==> src/rtl/huff_stream_decoder.sv <==
// rtl/huff_stream_decoder.sv - byte-fed, flow-controlled prefix-code decoder emitting 3-bit symbols
// Unpacks bytes MSB-first into a one-bit-per-step code tree; frames end on in_last.
module huff_stream_decoder #(
    parameter int CNT_W = 16
) (
    input  logic             clk,
    input  logic             reset,
    input  logic             in_valid,
    output logic             in_ready,
    input  logic [7:0]       in_data,
    input  logic             in_last,
    input  logic [3:0]       in_nbits,
    output logic             out_valid,
    input  logic             out_ready,
    output logic [2:0]       out_sym,
    output logic             out_last,
    output logic             err,
    output logic [CNT_W-1:0] sym_count
);

    typedef enum logic [2:0] {
        ROOT  = 3'd0,
        S1    = 3'd1,
        S10   = 3'd2,
        S11   = 3'd3,
        S110  = 3'd4,
        S111  = 3'd5,
        S1111 = 3'd6
    } tree_t;

    logic [7:0]       shreg_q;
    logic [3:0]       cnt_q;
    logic             lastf_q;
    tree_t            tree_q;
    tree_t            tree_d;
    logic             out_valid_q;
    logic [2:0]       out_sym_q;
    logic             out_last_q;
    logic             err_q;
    logic [CNT_W-1:0] sym_count_q;
    logic [CNT_W-1:0] sym_count_d;

    logic       accept;
    logic       stall;
    logic       step;
    logic       cur_bit;
    logic       final_bit;
    logic       emit;
    logic [2:0] sym;
    logic [3:0] nbits_eff;
    logic       count_clear;

    assign in_ready  = (cnt_q == 4'd0);
    assign accept    = in_valid & in_ready;
    assign stall     = out_valid_q & ~out_ready;
    assign step      = (cnt_q != 4'd0) & ~stall;
    assign cur_bit   = shreg_q[7];
    assign final_bit = step & lastf_q & (cnt_q == 4'd1);

    // A last byte carries 1..8 meaningful bits; anything outside that range means a full byte.
    always_comb begin
        nbits_eff = 4'd8;
        if (in_last && (in_nbits != 4'd0) && (in_nbits <= 4'd8)) begin
            nbits_eff = in_nbits;
        end
    end

    always_comb begin
        tree_d = tree_q;
        emit   = 1'b0;
        sym    = 3'd0;
        case (tree_q)
            ROOT: begin
                if (!cur_bit) begin emit = 1'b1; sym = 3'd0; end
                else          tree_d = S1;
            end
            S1:    tree_d = cur_bit ? S11 : S10;
            S10: begin
                emit = 1'b1;
                sym  = cur_bit ? 3'd2 : 3'd1;
            end
            S11:   tree_d = cur_bit ? S111 : S110;
            S110: begin
                emit = 1'b1;
                sym  = cur_bit ? 3'd4 : 3'd3;
            end
            S111: begin
                if (!cur_bit) begin emit = 1'b1; sym = 3'd5; end
                else          tree_d = S1111;
            end
            S1111: begin
                emit = 1'b1;
                sym  = cur_bit ? 3'd7 : 3'd6;
            end
            default: tree_d = ROOT;
        endcase
    end

    // Clear takes priority over the increment of a same-cycle emit, so that case lands on 1.
    assign count_clear = (out_valid_q & out_ready & out_last_q) | err_q;

    always_comb begin
        sym_count_d = sym_count_q;
        if (count_clear) begin
            sym_count_d = '0;
        end
        if (step && emit && !(&sym_count_d)) begin
            sym_count_d = sym_count_d + CNT_W'(1);
        end
    end

    always_ff @(posedge clk or posedge reset) begin
        if (reset) begin
            shreg_q     <= 8'd0;
            cnt_q       <= 4'd0;
            lastf_q     <= 1'b0;
            tree_q      <= ROOT;
            out_valid_q <= 1'b0;
            out_sym_q   <= 3'd0;
            out_last_q  <= 1'b0;
            err_q       <= 1'b0;
            sym_count_q <= '0;
        end else begin
            if (accept) begin
                shreg_q <= in_data;
                cnt_q   <= nbits_eff;
                lastf_q <= in_last;
            end else if (step) begin
                shreg_q <= {shreg_q[6:0], 1'b0};
                cnt_q   <= cnt_q - 4'd1;
            end

            // A frame ending mid-codeword abandons the partial code.
            if (step) begin
                tree_q <= (emit || final_bit) ? ROOT : tree_d;
            end

            if (step && emit) begin
                out_valid_q <= 1'b1;
                out_sym_q   <= sym;
                out_last_q  <= final_bit;
            end else if (out_valid_q && out_ready) begin
                out_valid_q <= 1'b0;
                out_last_q  <= 1'b0;
            end

            err_q       <= final_bit & ~emit;
            sym_count_q <= sym_count_d;
        end
    end

    assign out_valid = out_valid_q;
    assign out_sym   = out_sym_q;
    assign out_last  = out_last_q;
    assign err       = err_q;
    assign sym_count = sym_count_q;

endmodule

==> config.mk <==
export PLATFORM = sky130hd
export DESIGN_NAME = huff_stream_decoder
export DESIGN_NICKNAME = d
export VERILOG_FILES = /design/src/rtl/huff_stream_decoder.sv
export SDC_FILE = /design/constraint.sdc
export NUM_CORES = 1
export LEC_CHECK = 0
export ABC_CLOCK_PERIOD_IN_PS = 3190
export CAP_MARGIN = 25
export CORE_MARGIN = 3
export CORE_UTILIZATION = 51
export DETAILED_ROUTE_END_ITERATION = 8
export GPL_TIMING_DRIVEN = 0
export HOLD_SLACK_MARGIN = 0.08
export PLACE_DENSITY = 0.82
export SYNTH_ARGS = -nofsm -noshare
export SYNTH_HDL_FRONTEND = slang
export SYNTH_SLANG_ARGS = --single-unit
export TNS_END_PERCENT = 5
==> constraint.sdc <==
create_clock -name clk -period 3.19 [get_ports clk]
set_input_delay 0.4785 -clock clk [delete_from_list [all_inputs] [get_ports clk]]
set_output_delay 0.4785 -clock clk [all_outputs]
set_load 0.02 [all_outputs]
==> metrics.txt, run 1 <==
outcome finished clean; PD cells 749 mW/mm²; fillers 322; initial antenna violation count 0; Hold-fix buffers, CTS 0; Clock Tree Root clkbuf_8; Synth Flop Type dfrtp_1; Bufs on Longest Clock Path 2; crit path DAT approximately 3.2 ns; Core Region 0.00372 mm²; TritonCTS clock tree yes; Yosys reg bits 38; VDD IR-drop max a little over 0.0005 V; Post-synth EDFFs 0; Clk Latency, worst-skew pair 0.30 ns; critical path launch point type input port; drt pass-1 iters 4; detailed placement HPWL 3130 µm; worst-path fanout max 7; Tmin final just under 3 ns; most frequent cells in the layout clkdlybuf4s50_1 (39), dfrtp_1 (38), nand2_1 (26); Cell variety after synth 48; commonest non-fill, non-tap cell in the layout clkdlybuf4s50_1; post-synthesis sequential area ratio between 40% and 50%; register area 951 µm²; period utilisation layout just over 90%; FMAX 0.336 GHz; Routed WL per cell roughly 14 µm; FP Rows 22; setup ws final 0.214 ns; Mapped Nets around 240; post-DR vias/cell 5.71; max_cap viols 0; post-route ant nets 0; Die X ~69 µm; met2 Use GR 34.8%; WP data required around 3.4 ns; Worst Setup SP out_ready; vias in the first global route about 1700; Final #Nets 283; mean post-synth cell area 9.25 µm²; layout cells sized above 1 a little over 7%; RSZ-0062 raised after global routing no; Starting Density 54.0%; DR vias 1781; Fin. Hold Viols 0; io pins 40; Overflow after GRT 0; Worst-path clk slew 0.07 ns; met1 global-route usage 28.6%; slew at the pin closest to its max-slew limit between 0.8 and 0.9 ns; largest net degree at the start of global routing 39; Hold/Removal Path Class flop to flop; GRT Max-Usage Layer met2; pre-CTS setup slack -0.364 ns; H-tree levels 2; Rel. slew slack between 40% and 50%; Final Core Density 69.0%; Async SR Flop Fraction 100%; DRT iter0 DRCs 136; Setup Skew 0.00637 ns; gr usage total 22.1%; placer congestion estimate between 0.8 and 0.9; mapped cell area between 0.002 and 0.0025 mm²; Leakage 1.07 nW; worst r2r src out_valid; # port buffers 39; multi-input logic area 0.00101 mm²; number of diodes 0; Setup violations, final 0; met3 Track Usage GR 6.97%; kind of critical path input port to flop; Worst Hold Launch shreg_q[6]; Layout area overhead 27.7%; Mapped Cells around 220; Die Area 0.00472 mm²; global-route wire length before repair 7720 µm; Slew Limit Fails 0; clk sinks 38; # DRC 0; Die H 68.7 µm; Critical Path End Type flop; Warnings, synthesis 0; final WL 4450 µm; cts bufs inserted 5
cell type report:
class	count	share of cell area, %
Sequential cell	38	37.1
Clock inverter	1	0.195
Buffer	8	1.61
Inverter	6	0.878
Tap cell	48	2.34
Multi-Input combinational cell	165	39.3
Clock buffer	7	3.37
Timing Repair Buffer	39	15.2
timing repair:
action / CTS / global route
setup endpoints to repair: 1 / 1
setup buffers: 0 / 0
resized for setup: 1 / 1
cells by family after synthesis:
| kind of cell | synth area share (%) |
|---|---|
| simple gates | 23.5 |
| compound gates | 18.2 |
| flops | 47.4 |
| buf+inv | 3.18 |
| mux | 4.11 |
| xor+xnor | 1.75 |
| fa+ha+maj | 1.87 |
through the flow:
stage               power (W)  hold WS, ns  cells  TNS [ns]  instance area (µm²)
floorplan             0.00131        0.446    217         0                 2010
global placement      0.00155        0.463    304    -0.955                 2460
detailed placement    0.00157        0.474    304     -1.24                 2460
CTS                   0.00192        0.491    312         0                 2550
global route          0.00208        0.538    312         0                 2560
finish                0.00192        0.495    312         0                 2560
critical path, cell delays in order:
cell and delay, ns:
clkdlybuf4s50_1 0.51, a31oi_4 0.35, and2_1 0.22, ha_1 0.20, and4_1 0.26, nand3_1 0.19, or4_4 0.55, or3_1 0.31
a21oi_1 0.14
path summary, 6_finish.rpt:
check                                 to  slack [ns]  cells past startpoint
min                           shreg_q[6]        0.49                      2
max                        sym_count[14]        0.21                      9
min in group asynchronous   sym_count[1]        0.64                      2
max in group asynchronous  sym_count[15]        2.07                      2
min reg2reg                   shreg_q[6]        0.49                      2
max reg2reg                sym_count[14]        0.48                      8
per-layer routing:
layer | up-vias | share of wire (%)
li1 | 886 | -
met5 | - | 0
met4 | 0 | 1.4
met2 | 37 | 48
met3 | 6 | 4.5
met1 | 852 | 46
synthesized netlist by cell type, drive strengths merged, types with 2 or more instances:
cell type   n  area (µm²)
nor3        7        35.0
and2        3        18.8
and3        2        12.5
mux2i       6        60.1
and4        3        26.3
buf         2        18.8
a211oi      2        15.0
a31oi       5        31.3
or3         9        61.3
nand2b      4        25.0
inv         6        22.5
clkbuf      6        22.5
or4         2        18.8
xnor2       3        26.3
o211ai      3        27.5
o31ai       2        15.0
a22oi       2        15.0
mux2        2        22.5
o21ai      21         105
nand3      11        55.1
dfrtp      38         951
nor2       15        56.3
nand4       3        18.8
ha          3        37.5
a21oi      13        65.1
nand2      26        97.6
sequential cells by signal, indices dropped and copies added (netlist names):
signal	flops
out_sym	3
sym_count	16
out_valid	1
err	1
lastf_q	1
shreg_q	8
out_last	1
cnt_q	4
tree_q	3
power by group:
part           switching, W  internal, W  leakage (nW)  total (W)
Sequential         0.000107     0.000613         0.503   0.000720
Clock              0.000168     0.000174        0.0482   0.000343
Combinational      0.000476     0.000380         0.523   0.000857
Total              0.000752      0.00117          1.07    0.00192
Note: power is estimated with default switching activity, not from simulation.
==> run 2: changes to the inputs <==
CORE_UTILIZATION = 60   (was 51)
DONT_BUFFER_PORTS = 1   (was default)
PLACE_DENSITY = 0.79   (was 0.82)
==> run 2 against run 1 <==
Compared with the run above: wire length shrank 3.1%; first-iteration DRC count fell by 11%; clock power shrank 6.4%; design area down 15%; clock skew rose by 0.0097 ns; setup slack improved by 0.046 ns; via count fell by 6.6%; cell count is 13% lower; die area fell by 14%; hold slack worse by 0.28 ns; register-to-register slack lost 0.22 ns; critical path type is now flop to flop.
==> metrics.txt, run 2 (synthesized netlist as in run 1, its figures left out) <==
drt pass-1 iters 4 (unchanged); Layout area overhead 7.98%; # DRC 0 (unchanged); period utilisation layout 91.9% (-1.4 points); Die H 63.8 µm (-7.1%); total power 0.00179 W (-7.0%); vias in the first global route 1643 (-5.4%); worst r2r src out_valid; io pins 40 (unchanged); DRT iter0 DRCs 121 (-11%); kind of critical path flop to flop; RSZ-0062 raised after global routing no; PD cells 824 mW/mm² (+10%); Final #Nets 246 (-13%); slew at the pin closest to its max-slew limit 0.924 ns (+0.0764 ns); Bufs on Longest Clock Path 2 (unchanged); detailed placement HPWL 3230 µm (+3.0%); layout cells sized above 1 8.81% (+1.6 points); global-route wire length before repair 7470 µm (-3.2%); TritonCTS clock tree yes; clk sinks 38 (unchanged); Final Core Density 69.3% (+0.29 points); commonest non-fill, non-tap cell in the layout dfrtp_1; cts bufs inserted 5 (unchanged); TNS Setup 0 ns (unchanged); most frequent cells in the layout dfrtp_1 (38), nand2_1 (26), o21ai_0 (21); Die Area 0.00407 mm² (-14%); Setup violations, final 0 (unchanged); WP data required 3.47 ns (+0.05 ns); FMAX 0.341 GHz (+1.6%); number of diodes 0 (unchanged); Hold/Removal Path Class input port to asynchronous set/reset pin; Slew Limit Fails 0 (unchanged); Overflow after GRT 0 (unchanged); crit path DAT 3.21 ns (about the same); Leakage 0.932 nW (-13%); initial antenna violation count 0 (unchanged); Clk Latency, worst-skew pair 0.34 ns (+0.04 ns); Fin. Hold Viols 0 (unchanged); FP Rows 20 (-9.1%); Critical Path End Type flop; Core Region 0.00313 mm² (-16%); fillers 254 (-21%); VDD IR-drop max 0.000509 V (-0.16%); outcome finished clean; Routed WL per cell 15.9 µm (+12%); max FFs per register 16 (unchanged); largest net degree at the start of global routing 25 (-36%); Die X 63.8 µm (-7.1%); gr usage total 23.1% (+1.1 points); Clock Tree Root clkbuf_4; Starting Density 64.2% (+10 points); DR vias 1663 (-6.6%); FF-to-FF End sym_count[14]; Setup Skew 0.0161 ns (+0.00970 ns); Worst-path clk slew 0.12 ns (+0.05 ns); max_cap viols 0 (unchanged); Tmin final 2.93 ns (-0.0457 ns); final WL 4310 µm (-3.1%); critical path launch point type flop; final hold slack 0.214 ns (-0.281 ns); post-route ant nets 0 (unchanged); placer congestion estimate 0.808 (-1.5%); worst-path fanout max 7 (unchanged); # port buffers 0 (-100%); Rel. slew slack 38.3% (-5.0 points); R2R cell count 8 (unchanged); r2r setup slk 0.26 ns (-0.22 ns); post-DR vias/cell 6.14 (+7.5%); H-tree levels 2 (unchanged)
-- run 2: worst max-delay path by stage --
stage / startpoint / to / slack (ns)
floorplan: out_valid / sym_count[14] / 0.53
global placement: out_valid / sym_count[14] / 0.15
detailed placement: out_valid / sym_count[14] / 0.08
CTS: out_valid / sym_count[14] / 0.05
global route: out_valid / sym_count[14] / 0.08
finish: out_valid / sym_count[14] / 0.26
-- run 2: worst max-delay path, cell delays in order, from the launching register on --
cell     delay (ns)
dfrtp_1        0.52
a31oi_2        0.46
and2_1         0.24
ha_1           0.20
and4_1         0.26
nand3_1        0.16
or4_4          0.55
or3_1          0.32
a21oi_1        0.14
-- run 2: what timing repair did --
action | 4_1_cts | 5_1_grt
resized for setup | 0 | 1
hold buffers | 0 | 0
buffers inserted | 0 | 0
setup endpoints to repair | 0 | 5
-- run 2: layout make-up --
type / count / area [µm²] / area share (%)
flip-flops and latches: 38 / 951 / 43.9
multi-input cells: 165 / 998 / 46.1
inverters: 6 / 22.5 / 1.04
plain buffers: 8 / 41.3 / 1.91
well taps: 44 / 55.1 / 2.54
clock buffers: 6 / 41.3 / 1.91
repair buffers: 2 / 20.0 / 0.924
clock inverters: 2 / 37.5 / 1.73
-- run 2: per-layer routing --
metal,GRT usage (%),routed length [µm],up-vias
met3,7.03,265,14
li1,-,-,809
met1,28.1,1780,775
met4,7.82,119,0
met5,0,0,-
met2,38.8,2150,65
-- run 2: power breakdown --
group          internal, W  leakage [nW]  switching (W)
clock network     0.000165        0.0385       0.000155
logic             0.000280         0.391       0.000401
registers         0.000610         0.503       0.000173
total              0.00106         0.932       0.000729
-- run 2: per-stage QoR --
| step | cells | instance area (µm²) | setup WS [ns] |
|---|---|---|---|
| final | 271 | 2170 | 0.260 |
| after global routing | 271 | 2170 | 0.0765 |
| after CTS | 271 | 2160 | 0.0492 |
| after detailed placement | 263 | 2080 | 0.0799 |
| after global placement | 261 | 2060 | 0.152 |
| after floorplan | 217 | 2010 | 0.530 |
